### config.mk
export PLATFORM = sky130hd
export DESIGN_NAME = piso_serializer_flat
export DESIGN_NICKNAME = d
export VERILOG_FILES = /design/src/rtl/shift_pkg.sv /design/src/rtl/piso_serializer_if.sv /design/src/rtl/bit_counter.sv /design/src/rtl/piso_serializer.sv /design/src/flat_wrapper.sv
export SDC_FILE = /design/constraint.sdc
export NUM_CORES = 1
export LEC_CHECK = 0
export BUFFER_PORTS_ARGS = -buffer_cell sky130_fd_sc_hd__buf_2
export CORE_AREA = 2 2 39 41
export DETAILED_ROUTE_END_ITERATION = 7
export DIE_AREA = 0 0 41 43
export PLACE_DENSITY = 0.66
export SETUP_SLACK_MARGIN = 0.4
export SLEW_MARGIN = 20
export SYNTH_ARGS = -nofsm -noshare
export SYNTH_HDL_FRONTEND = slang
export SYNTH_SLANG_ARGS = --single-unit
### constraint.sdc
create_clock -name clock -period 1.99 [get_ports clock]
set_clock_uncertainty 0.05 [all_clocks]
set_input_delay 0.0995 -clock clock [delete_from_list [all_inputs] [get_ports clock]]
set_output_delay 0.0995 -clock clock [all_outputs]
set_load 0.005 [all_outputs]
### src/rtl/shift_pkg.sv
// Shared definitions for the serial shift stages: state encoding,
// default word width and counter sizing helper.
package shift_pkg;

    localparam logic ST_IDLE  = 1'b0;
    localparam logic ST_SHIFT = 1'b1;

    localparam int WORD_W = 4;

    typedef enum logic {
        S_IDLE  = ST_IDLE,
        S_SHIFT = ST_SHIFT
    } state_t;

    // Bit counter width: max(1, clog2(w)).
    function automatic int cnt_width(input int w);
        return (w > 1) ? $clog2(w) : 1;
    endfunction

endpackage

### src/rtl/piso_serializer_if.sv
// Parallel load handshake plus serial link for piso_serializer.
// slave: data/load in, ready/sout/sframe/last out; master mirrors it.
interface piso_serializer_if
    import shift_pkg::*;
#(
    parameter int WIDTH = WORD_W
) ();

    logic [WIDTH-1:0] data;
    logic             load;
    logic             ready;
    logic             sout;
    logic             sframe;
    logic             last;

    modport slave (
        input  data,
        input  load,
        output ready,
        output sout,
        output sframe,
        output last
    );

    modport master (
        output data,
        output load,
        input  ready,
        input  sout,
        input  sframe,
        input  last
    );

endinterface

### src/rtl/bit_counter.sv
// Up-counter 0..N-1 with clear-to-zero, enable and terminal count.
// Ports: clock, reset (async low), clr, en -> cnt, tc (cnt == N-1).
module bit_counter
    import shift_pkg::*;
#(
    parameter int N  = WORD_W,
    parameter int CW = cnt_width(N)
) (
    input  logic          clock,
    input  logic          reset,
    input  logic          clr,
    input  logic          en,
    output logic [CW-1:0] cnt,
    output logic          tc
);

    assign tc = (cnt == CW'(N - 1));

    // Holds at N-1 rather than wrapping; clr has priority.
    always_ff @(posedge clock or negedge reset) begin
        if (!reset) begin
            cnt <= '0;
        end else if (clr) begin
            cnt <= '0;
        end else if (en && !tc) begin
            cnt <= cnt + CW'(1);
        end
    end

endmodule

### src/rtl/piso_serializer.sv
// Parallel-in serial-out transmitter with frame and end-of-word strobes.
// Ports: clock, reset (async low), bus (slave: data/load -> ready/sout/sframe/last).
module piso_serializer
    import shift_pkg::*;
#(
    parameter int WIDTH     = WORD_W,
    parameter bit MSB_FIRST = 1'b1
) (
    input  logic              clock,
    input  logic              reset,
    piso_serializer_if.slave  bus
);

    localparam int CW = cnt_width(WIDTH);
    // Index of the second-to-last bit; only consulted when WIDTH > 1.
    localparam int PEN = (WIDTH > 1) ? WIDTH - 2 : 0;

    state_t           state;
    logic [WIDTH-1:0] sreg;
    logic             sout_q;
    logic             sframe_q;
    logic             last_q;
    logic [CW-1:0]    cnt;
    logic             tc;
    logic             ready;
    logic             accept;
    logic             cnt_en;

    function automatic logic head(input logic [WIDTH-1:0] v);
        return MSB_FIRST ? v[WIDTH-1] : v[0];
    endfunction

    function automatic logic [WIDTH-1:0] adv(input logic [WIDTH-1:0] v);
        return MSB_FIRST ? (v << 1) : (v >> 1);
    endfunction

    // Ready only depends on registered state, never on load.
    assign ready  = (state == S_IDLE) | ((state == S_SHIFT) & tc);
    assign accept = bus.load & ready;
    assign cnt_en = (state == S_SHIFT) & ~tc;

    bit_counter #(
        .N  (WIDTH),
        .CW (CW)
    ) u_cnt (
        .clock (clock),
        .reset (reset),
        .clr   (accept),
        .en    (cnt_en),
        .cnt   (cnt),
        .tc    (tc)
    );

    // The first bit goes straight to sout on accept; sreg keeps the
    // remaining bits, aligned so head() always yields the next one.
    always_ff @(posedge clock or negedge reset) begin
        if (!reset) begin
            state    <= S_IDLE;
            sreg     <= '0;
            sout_q   <= 1'b0;
            sframe_q <= 1'b0;
            last_q   <= 1'b0;
        end else if (accept) begin
            state    <= S_SHIFT;
            sreg     <= adv(bus.data);
            sout_q   <= head(bus.data);
            sframe_q <= 1'b1;
            last_q   <= (WIDTH == 1);
        end else if (state == S_SHIFT) begin
            if (tc) begin
                state    <= S_IDLE;
                sout_q   <= 1'b0;
                sframe_q <= 1'b0;
                last_q   <= 1'b0;
            end else begin
                sreg   <= adv(sreg);
                sout_q <= head(sreg);
                last_q <= (cnt == CW'(PEN));
            end
        end
    end

    assign bus.ready  = ready;
    assign bus.sout   = sout_q;
    assign bus.sframe = sframe_q;
    assign bus.last   = last_q;

endmodule
### src/flat_wrapper.sv
// flat-port wrapper written by rule: the top's interface ports become plain ports
module piso_serializer_flat import shift_pkg::*;
#(
    parameter int WIDTH     = WORD_W,
    parameter bit MSB_FIRST = 1'b1
)
  (clock, reset, bus_data, bus_load, bus_ready, bus_sout, bus_sframe, bus_last);
  piso_serializer_if #(.WIDTH(WIDTH)) bus_i ();
  input  logic clock;
  input  logic reset;
  input wire logic [$bits(bus_i.data)-1:0] bus_data;
  input wire logic [$bits(bus_i.load)-1:0] bus_load;
  output wire logic [$bits(bus_i.ready)-1:0] bus_ready;
  output wire logic [$bits(bus_i.sout)-1:0] bus_sout;
  output wire logic [$bits(bus_i.sframe)-1:0] bus_sframe;
  output wire logic [$bits(bus_i.last)-1:0] bus_last;
  assign bus_i.data = bus_data;
  assign bus_i.load = bus_load;
  assign bus_ready = bus_i.ready;
  assign bus_sout = bus_i.sout;
  assign bus_sframe = bus_i.sframe;
  assign bus_last = bus_i.last;
  piso_serializer #(.WIDTH(WIDTH), .MSB_FIRST(MSB_FIRST)) u_core (.clock(clock), .reset(reset), .bus(bus_i));
endmodule
== Yosys cells after proc, flatten, opt, wreduce, memory -nomap -nowiden ==
Cells that the tools add are included.

* Bitwise logic cells: 6
* Equality and inequality tests: 3
* Add/sub/neg operators: 1
* Multiplexer cells: 17
* Reduce and logical (&&, ||, !) cells: 7

{| class="wikitable"
|+ Operators with widths
! operator !! number
|-
| $mux W1 || 12
|-
| $mux W4 || 3
|-
| $reduce_bool A2 Y1 || 3
|-
| $eq A2 B2 Y1 const B || 2
|-
| $mux W2 || 2
|-
| $reduce_and A2 Y1 || 2
|-
| $and A1 B1 Y1 || 3
|-
| $add A2 B1 Y2 const B || 1
|-
| $ne A2 B2 Y1 const B || 1
|-
| $not A1 Y1 || 2
|-
| $logic_and A1 B1 Y1 || 1
|-
| $logic_not A1 Y1 || 1
|-
| $or A1 B1 Y1 || 1
|}

* Logic and storage cells: 40
* Register bits: 10
* Bits of input ports: 7
* Output and inout bits: 4

== Depth between registers and ports, before layout ==
Gate-level depths: netlist (run 1).

* Depth after elaboration: 6
* Depth in mapped cells: 6
* Mapped depth without buffers: 5

== Hierarchy ==
From an unflattened synthesis (run 1), not the netlist that was laid out.

* Cell total of the unflattened synthesis: 38
* Area total of the unflattened synthesis: 481.7 sq um

{| class="wikitable"
|+ By module, submodules not included
! module !! cells each !! area an instance (sq um) !! seq. area each (sq um) !! instances
|-
| piso_serializer || 28 || 357.8 || 175.2 || 1
|-
| bit_counter || 10 || 123.9 || 50.0 || 1
|}

== Least setup slack after synthesis (run 1) ==
No wires, ideal clock.

* Path kind: register to register
* From: register u_core.u_cnt.cnt[0]
* To: register u_core.u_cnt.cnt[0]
* Data required time: 1.815 ns
* Setup slack: 0.750 ns
* Library setup time: 0.125 ns
* Stages on the path, launching flop included: 7
* Period minus slack after synthesis: 1.240 ns
* Path buffers: 1
* Data arrival time: 1.064 ns
* Cells stage by stage: dfrtp_1 > ha_1 > nor2b_4 > buf_6 > inv_8 > nand2b_4 > mux2i_4

* Word-level cells in the longest chain between the ends: 5
* Elaborated cells between the ends (all ways): 12
* Those cells by class: 1 x add/sub; 1 x eq/ne; 2 x mux; 5 x bitwise; 3 x reduce/logical

{| class="wikitable"
|+ Ends and longest elaborated chain
! element !! RTL line !! source
|-
| start, declared || bit_counter.sv:13 || <nowiki>output logic [CW-1:0] cnt,</nowiki>
|-
| start signal, assigned || bit_counter.sv:26 || <nowiki>cnt <= cnt + CW'(1);</nowiki>
|-
| $eq A2 B2 Y1 * || bit_counter.sv:17 || <nowiki>assign tc = (cnt == CW'(N - 1));</nowiki>
|-
| $and A1 B1 Y1 * || piso_serializer.sv:38 || <nowiki>assign ready = (state == S_IDLE) | ((state == S_SHIFT) & tc);</nowiki>
|-
| $or A1 B1 Y1 * || piso_serializer.sv:38 ||
|-
| via bus_ready || flat_wrapper.sv:13 || <nowiki>output wire logic [$bits(bus_i.ready)-1:0] bus_ready;</nowiki>
|-
| $and A1 B1 Y1 * || piso_serializer.sv:39 || <nowiki>assign accept = bus.load & ready;</nowiki>
|-
| $mux W2 or $reduce_bool A2 Y1 (tied branches) || n/a ||
|}

Mark *: on every way through the listed nets, which the timed path passes. The rest lies on a longest branch. The select of a mux whose other input is x is not followed.
A chain may end at the register's enable or synchronous reset.

== Worst setup path after layout (run 1) ==
* From: register u_core.u_cnt.cnt[0]
* To: output bus_ready

* Word-level cells in the longest chain between the ends: 3

{| class="wikitable"
|+ Ends and longest elaborated chain
! element !! RTL line
|-
| $eq A2 B2 Y1 || bit_counter.sv:17
|-
| $and A1 B1 Y1 || piso_serializer.sv:38
|-
| $or A1 B1 Y1 || piso_serializer.sv:38
|-
| end, declared || flat_wrapper.sv:13
|}

Every way passes these cells.

==> results of run 1 <==
## cells in the mapped netlist, drive strengths merged
| master | number | area [um2] |
|---|---|---|
| nor2b | 1 | 13.76 |
| nor2 | 4 | 15.01 |
| ha | 2 | 25.02 |
| a22oi | 1 | 7.510 |
| dfrtp | 9 | 225.2 |
| a21oi | 1 | 5.000 |
| inv | 2 | 15.01 |
| nand2b | 1 | 13.76 |
| nand3b | 1 | 7.510 |
| nand3 | 1 | 5.000 |
| o21ai | 4 | 20.01 |
| nand2 | 5 | 18.77 |
| buf | 2 | 16.26 |
| mux2i | 5 | 62.56 |
## final cells by class
class,count,area [um2]
fill,139,835.8
sequential,9,225.2
multi-input combinational,26,193.9
timing repair buffer,12,67.56
clock buffer,4,26.28
tap,16,20.02
inverter,2,15.01
## metal layers
metal	wire length (um)	global-route usage [%]	share of wire, %	vias up
met5	0	0	0	-
met4	10	8.000	1.3	0
met3	57	3.141	7.5	2
met2	355	16.56	47	16
met1	334	14.19	44	152
li1	-	-	-	158
## state kept, by name, indices dropped and copies added (netlist names)
| signal | flops |
|---|---|
| u_core.state | 1 |
| u_core.bus.sout | 1 |
| u_core.u_cnt.cnt | 2 |
| u_core.sreg | 3 |
| u_core.bus.last | 1 |
| u_core.bus.sframe | 1 |
## per-stage QoR
step                hold slack [ps]  utilization [%]  instances
detailed placement           -83.99            36.44         63
global placement             -91.50            36.44         63
global route                  13.70            39.60         69
floorplan                    -246.1                -         39
CTS                           14.96            39.60         69
finish                        21.14            39.60         69
## cells by family after synthesis
| logic type | share of synthesized area, % |
|---|---|
| simple gates | 16.39 |
| buf+inv | 6.942 |
| flops | 50.00 |
| mux | 13.89 |
| compound gates | 7.220 |
| fa+ha+maj | 5.555 |
## where the power goes
| part | switching (mW) | internal (mW) |
|---|---|---|
| combinational | 0.179 | 0.174 |
| clock | 0.0588 | 0.0769 |
| sequential | 0.0567 | 0.259 |
| total | 0.294 | 0.510 |
## repair_timing
item                                    in CTS  in global routing
hold buffers                                 1                  0
endpoints found under the setup margin       1                  0
buffers inserted                             1                  0
endpoints found under the hold margin        9                  0
## worst reg2reg max path: cells and delay by family (launching register included)
family          cells  cell delay, ps
flops               1             430
fa+ha+maj           1             260
simple gates        2             240
buf+inv             1             180
compound gates      1              70
## final timing paths
kind,from,depth (start not counted),to
min reg2reg,u_core.sreg[2],2,u_core.sreg[3]
max,u_core.u_cnt.cnt[0],4,bus_ready
max in group asynchronous,reset,2,u_core.state
min in group asynchronous,reset,2,u_core.sreg[2]
min,bus_data[3],3,u_core.bus.sout
max reg2reg,u_core.u_cnt.cnt[0],5,u_core.bus.last
==> results.txt, run 1 <==
Fin. Hold Viols: 0
Peak Freq: 681.8 MHz
CTS tree: built
Post-route clock period utilization: 73.71%
Pre-CTS setup slack: 640.7 ps
Clk sinks: 9
Synth cell types: 18
Global-route wire length before repair: 1359 um
Synth Register Bits: 9
Total number of vias: 328
Seq/Total Area, Yosys: 50.00%
Syn nets: 48
Cells after synthesis: 39
Placed Instance Area: 504.2 um2
TritonCTS buffer count: 3
Worst setup EP type: output pin
Port Buffers: 10
Leak: 0.2854 nW
DR pass1 iterations: 4
Area growth, synth to finish: 21.67%
Chip Width: 41 um
Final Slew Violations: 0
Kind of critical path: flop to output pin
Layout cells sized above 1: 33.96%
R2r setup slk: 670 ps
Initial antenna violation count: 0
Setup ws final: 523.2 ps
Initial Utilization: 32.55%
Slew @ Worst Pin: 213.6 ps
Die Y: 43 um
Syn_area_per_cell: 11.55 um2
Syn Std Cell Area: 450.4 um2
Critical-path cell list: ha_1 > nor2b_4 > inv_8 > buf_2
Worst IR Drop VDD: 0.4429 mV
Worst path buffer plus inverter count: 2
Slew headroom: 85.76%
Clock Path Buffers: 2
Commonest cells after routing, fill and taps aside: 10 x buf_2, 9 x dfrtp_1, 5 x nand2_1
Clock Latency Late Sink: 250 ps
CP Launch Type: flop
Slowest-stage cell, CP: dfrtp_1
Final number of setup-violating endpoints: 0
Core Footprint: 0.001384 mm2
Congestion Overflow GR: 0
Largest net degree at the start of global routing: 10
WP data required: 1840 ps
Num rows: 14
Status: finished, final reports clean
GRT Util Overall: 11.54%
# nets final: 63
CP max FO: 7
Yosys warns: 0
Total die area: 0.001763 mm2
Worst-path clk slew: 60 ps
Num ports: 11
Wire length per cell: 10.97 um
Detailed Route WL: 757 um
Final Power: 0.8038 mW
Unrepaired setup endpoints after global routing: no
Most common library cell in the layout ignoring fill and taps: buf_2
WP data arrival: 1320 ps
Pwr Density: 1467 mW/mm2
Vias in the first global route: 323
Design area: 548.0 um2
Antenna Nets Post-Route: 0
Post-route DRC violation count: 0
H-tree level count: 1
Final min period: 1467 ps
Max Cap Violations: 0
Worst min-delay path class: input pin to flop
Top Family by Delay on Critical Path: flip-flops
Via-to-Cell Ratio: 4.754
Root buffer cell: clkbuf_4
PostCTS Resize Cnt: 0
Placer Congestion: 0.6677
Fin Setup TNS: 0 ps
CP peak stage delay: 430 ps
DRT iter0 DRCs: 5
Diode count: 0
No activity file was read; power rests on OpenSTA's default activity.
==> run 2: changes to the inputs <==
Clock period 1.99 ns to 1.47 ns, I/O delays scaled along.
==> run 2 against run 1 <==
Compared with the run above:
- flip-flop and latch count unchanged
- power rose by 62%
- hold slack got worse by 6.0 ps
- non-clock buffer count rose by 6
- first-iteration DRC count unchanged
- sequential share of layout area down 5.0 points
- critical path depth did not move
- cell count grew 8.7%
- clock power up 38%
- clock-buffer cell count unchanged
- register-to-register slack lost 480 ps
- via count up 3.0%
- highest routed layer is now met3
==> results.txt, run 2 (synthesized netlist as in run 1, its figures left out) <==
DRT iter0 DRCs: 5
Initial Utilization: 32.55%
Slowest-stage cell, CP: dfrtp_1
Placer Congestion: 0.6458
Peak Freq: 775.9 MHz
Core Footprint: 0.001384 mm2
Global-route wire length before repair: 1400 um
Worst path buffer plus inverter count: 2
Via-to-Cell Ratio: 4.507
TritonCTS buffer count: 3
Num rows: 14
Worst min-delay path class: input pin to flop
Worst setup EP type: output pin
R2r setup slk: 190 ps
Die Y: 43 um
Diode count: 0
Max reg flops: 3
Hold depth: 3
Port Buffers: 10
WP data arrival: 1170 ps
Area growth, synth to finish: 38.61%
Congestion Overflow GR: 0
R2R depth: 6
RR Startpoint: u_core.u_cnt.cnt[1]
Chip Width: 41 um
CP Launch Type: flop
Largest net degree at the start of global routing: 10
Leak: 0.3187 nW
Commonest cells after routing, fill and taps aside: 9 x buf_2, 9 x dfrtp_1, 5 x nand2_1, 5 x buf_4, 4 x mux2i_1
Root buffer cell: clkbuf_4
Hold Crit Endpoint: u_core.sreg[1]
Final number of setup-violating endpoints: 0
# nets final: 69
Kind of critical path: flop to output pin
CP max FO: 2
Final Slew Violations: 0
Fin Setup TNS: 0 ps
CP peak stage delay: 410 ps
HPWL Detailed: 587.8 um
Status: finished, final reports clean
Startpoint of the worst hold path: bus_data[0]
Worst IR Drop VDD: 0.8509 mV
Unrepaired setup endpoints after global routing: yes
Total die area: 0.001763 mm2
Fin. Hold Viols: 0
Largest Register: u_core.sreg
Post-route DRC violation count: 0
FILL cells: 139
Slew headroom: 85.42%
Total number of vias: 338
Top Family by Delay on Critical Path: flip-flops
Pwr Density: 2088 mW/mm2
GRT Util Overall: 12.17%
FF-to-FF End: u_core.u_cnt.cnt[0]
Worst-path clk slew: 60 ps
Final Power: 1.304 mW
Critical-path cell list: ha_4 > nor2b_4 > inv_8 > buf_6
H-tree level count: 1
Post-route clock period utilization: 87.68%
Largest registers: u_core.sreg x3, u_core.u_cnt.cnt x2
Wire length per cell: 12.31 um
DR pass1 iterations: 2
Final min period: 1289 ps
Initial antenna violation count: 0
CTS tree: built
Max Cap Violations: 0
Antenna Nets Post-Route: 0
Clock Latency Late Sink: 250 ps
Clk sinks: 9
Vias in the first global route: 298
Num ports: 11
WP data required: 1350 ps
Slew @ Worst Pin: 218.6 ps
Detailed Route WL: 923 um
Clock Path Buffers: 2
Layout cells sized above 1: 44.07%
[run 2: changes by cell type in the layout (fill, tap and decap cells not counted)]
cell / delta
o21ai_2: +1
ha_4: +1
nor2_2: +1
o21ai_1: +1
nor2_1: -1
buf_6: +2
dlygate4sd3_1: +1
o21ai_0: -2
buf_4: +4
buf_2: -1
ha_1: -1
[run 2: area by class of cell]
| class | count | area (um2) | share of cell area, % |
|---|---|---|---|
| clock buffers | 4 | 26.28 | 4.208 |
| inverters | 2 | 15.01 | 2.405 |
| multi-input cells | 26 | 212.7 | 34.07 |
| flip-flops and latches | 9 | 225.2 | 36.07 |
| well taps | 16 | 20.02 | 3.206 |
| repair buffers | 18 | 125.1 | 20.04 |
[run 2: report_power, final]
part,total [mW],internal [mW],switching [mW]
clock network,0.188,0.104,0.0835
logic,0.688,0.375,0.313
registers,0.428,0.351,0.0775
total,1.30,0.830,0.474
[run 2: worst max path at each step]
stage	end	from	slack, ps	cells after the start
floorplan	u_core.bus.sout	u_core.u_cnt.cnt[0]	280	5
global placement	u_core.u_cnt.cnt[0]	u_core.u_cnt.cnt[0]	200	5
detailed placement	u_core.u_cnt.cnt[1]	u_core.u_cnt.cnt[0]	180	5
CTS	bus_ready	u_core.u_cnt.cnt[0]	180	4
global route	bus_ready	u_core.u_cnt.cnt[0]	130	4
finish	bus_ready	u_core.u_cnt.cnt[1]	180	4
[run 2: worst reg2reg max path: cells and delay by family (launching register included)]
kind | cells | cell delay [ps]
buf+inv | 2 | 210
flops | 1 | 410
fa+ha+maj | 1 | 180
simple gates | 2 | 270
mux | 1 | 60
[run 2: repair_timing]
action / 4_1_cts / 5_1_grt
endpoints found under the hold margin: 10 / 0
hold buffers: 2 / 0
gates resized for setup: 1 / 5
setup endpoints to repair: 10 / 10
pin swaps: 1 / 0
buffers inserted: 4 / 2
[run 2: per-layer routing]
| layer | up-vias | routed length (um) | GRT usage (%) |
|---|---|---|---|
| li1 | 171 | - | - |
| met1 | 159 | 427 | 15.61 |
| met2 | 8 | 465 | 17.19 |
| met3 | 0 | 30 | 4.712 |
| met4 | 0 | 0 | 6.000 |
| met5 | - | 0 | 0 |
[run 2: metrics by stage]
step | hold WS, ps | instance area [um2] | setup slack (ps) | cells | util (%)
2_1_floorplan | -272.1 | 452.9 | 279.1 | 39 | -
3_3_place_gp | -116.4 | 506.7 | 198.8 | 63 | 36.62
3_5_place_dp | -105.7 | 506.7 | 179.0 | 63 | 36.62
4_1_cts | 12.15 | 589.3 | 178.8 | 73 | 42.59
5_1_grt | 56.88 | 624.3 | 134.4 | 75 | 45.12
6_report | 15.09 | 624.3 | 181.1 | 75 | 45.12
==> run 3: changes to the inputs <==
--- a/config.mk
+++ b/config.mk
@@ -11,2 +11,3 @@
 export DIE_AREA = 0 0 41 43
+export HOLD_SLACK_MARGIN = 0.08
 export PLACE_DENSITY = 0.66
--- a/constraint.sdc
+++ b/constraint.sdc
@@ -4,2 +4,2 @@
 set_output_delay 0.0735 -clock clock [all_outputs]
-set_load 0.005 [all_outputs]
+set_load 0.1 [all_outputs]
==> run 3 against run 2 <==
Compared with the run above:
- critical path depth unchanged
- worst setup slack got worse by 110 ps
- die area did not move
- cell area rose by 9.8%
- cell count grew 2.7%
- via count up 3.0%
- global-route usage increased by 2.0 points
==> results.txt, run 3 (synthesized netlist as in run 1, its figures left out) <==
Status: finished, final reports clean
Initial antenna violation count: 0
Chip Width: 41 um
Total die area: 0.001763 mm2
Total number of vias: 348
Worst-path clk slew: 60 ps
Largest net degree at the start of global routing: 10
Wire length per cell: 11.78 um
DRT iter0 DRCs: 5
R2r setup slk: 100 ps
Kind of critical path: flop to output pin
Global-route wire length before repair: 1573 um
Final Slew Violations: 0
HPWL Detailed: 582.1 um
Clock Path Buffers: 2
Setup ws final: 68.38 ps
Clock Latency Late Sink: 260 ps
Area growth, synth to finish: 52.22%
Fin. Hold Viols: 0
H-tree level count: 1
Detailed Route WL: 907 um
WP data required: 1350 ps
Unrepaired setup endpoints after global routing: yes
TritonCTS buffer count: 3
Worst setup EP type: output pin
Worst min-delay path class: input pin to flop
Non-filler cells, final: 77
DR pass1 iterations: 4
Final number of setup-violating endpoints: 0
Initial Utilization: 32.55%
Critical Path End: bus_ready
Slew headroom: 81.59%
Clk sinks: 9
Slew @ Worst Pin: 278.4 ps
Multi-input gate area: 221.5 um2
Max Cap Violations: 0
Utilization after layout: 49.55%
Layout cells sized above 1: 47.54%
Post-route DRC violation count: 0
Crit path from: u_core.u_cnt.cnt[1]
Num ports: 11
Largest registers: u_core.sreg x3, u_core.u_cnt.cnt x2
FILL cells: 117
Port Buffers: 10
R2R depth: 5
Num rows: 14
CP max FO: 2
Antenna Nets Post-Route: 0
FF-to-FF End: u_core.sreg[3]
Pre-CTS setup slack: 178.7 ps
CTS tree: built
RR Startpoint: u_core.u_cnt.cnt[1]
Peak Freq: 713.5 MHz
Max reg flops: 3
Post-route clock period utilization: 95.35%
Largest Register: u_core.sreg
GRT Util Overall: 14.13%
Vias in the first global route: 351
# nets final: 71
Placed Cells: 65
Final min period: 1402 ps
Via-to-Cell Ratio: 4.519
WP data arrival: 1280 ps
Diode count: 0
Congestion Overflow GR: 0
Placer Congestion: 0.6996
Root buffer cell: clkbuf_4
Core Footprint: 0.001384 mm2
Die Y: 43 um
Fin Setup TNS: 0 ps
FF+latch area: 229.0 um2
Commonest cells after routing, fill and taps aside: 6 x buf_2, 6 x buf_4, 6 x dfrtp_1
CP Launch Type: flop
run 3: cell count changes in the layout (fill, tap and decap cells not counted), sizes merged:
cell,delta
dlygate4sd3,+2
run 3: per-stage QoR:
| step | hold slack, ps | cell area, um2 |
|---|---|---|
| global placement | -112.6 | 530.5 |
| detailed placement | -113.8 | 530.5 |
| floorplan | -272.1 | 461.7 |
| global route | 85.26 | 685.7 |
| finish | 75.67 | 685.7 |
| CTS | 92.32 | 641.9 |
run 3: critical path: stages, from the launching register on:
cell	delay, ps
dfrtp_1	410
ha_4	190
nor2b_4	220
inv_12	40
buf_12	160
run 3: layer usage:
layer,GRT usage [%],part of all wire (%),vias to the layer above
li1,-,-,174
met1,17.06,41,162
met2,20.00,51,10
met3,9.424,7.1,2
met4,4.000,0.88,0
met5,0,0,-
run 3: repair_timing:
| action | CTS | global route |
|---|---|---|
| pin swaps | 1 | 2 |
| buffers inserted | 3 | 1 |
| hold buffers | 4 | 0 |
| gates resized for setup | 7 | 8 |
| setup endpoints to repair | 13 | 12 |
| hold endpoints to repair | 12 | 0 |
run 3: layout make-up:
type,instances,area share [%]
flip-flops and latches,9,33.39
multi-input cells,26,32.30
repair buffers,20,24.64
clock buffers,4,3.832
inverters,2,2.920
well taps,16,2.920
run 3: worst min path at each step:
stage / start / endpoint / slack, ps / cells after the start
finish: bus_load / u_core.bus.last / 80 / 2
global route: bus_load / u_core.bus.last / 90 / 2
CTS: bus_load / u_core.bus.sout / 90 / 3
detailed placement: reset / u_core.sreg[3] / -110 / 1
global placement: reset / u_core.state / -110 / 1
floorplan: reset / u_core.bus.last / -270 / 0
Power of run 3 is left out: the tool's default activity adds up to more than one toggle a clock period on the data nets, which glitch-free logic cannot reach.
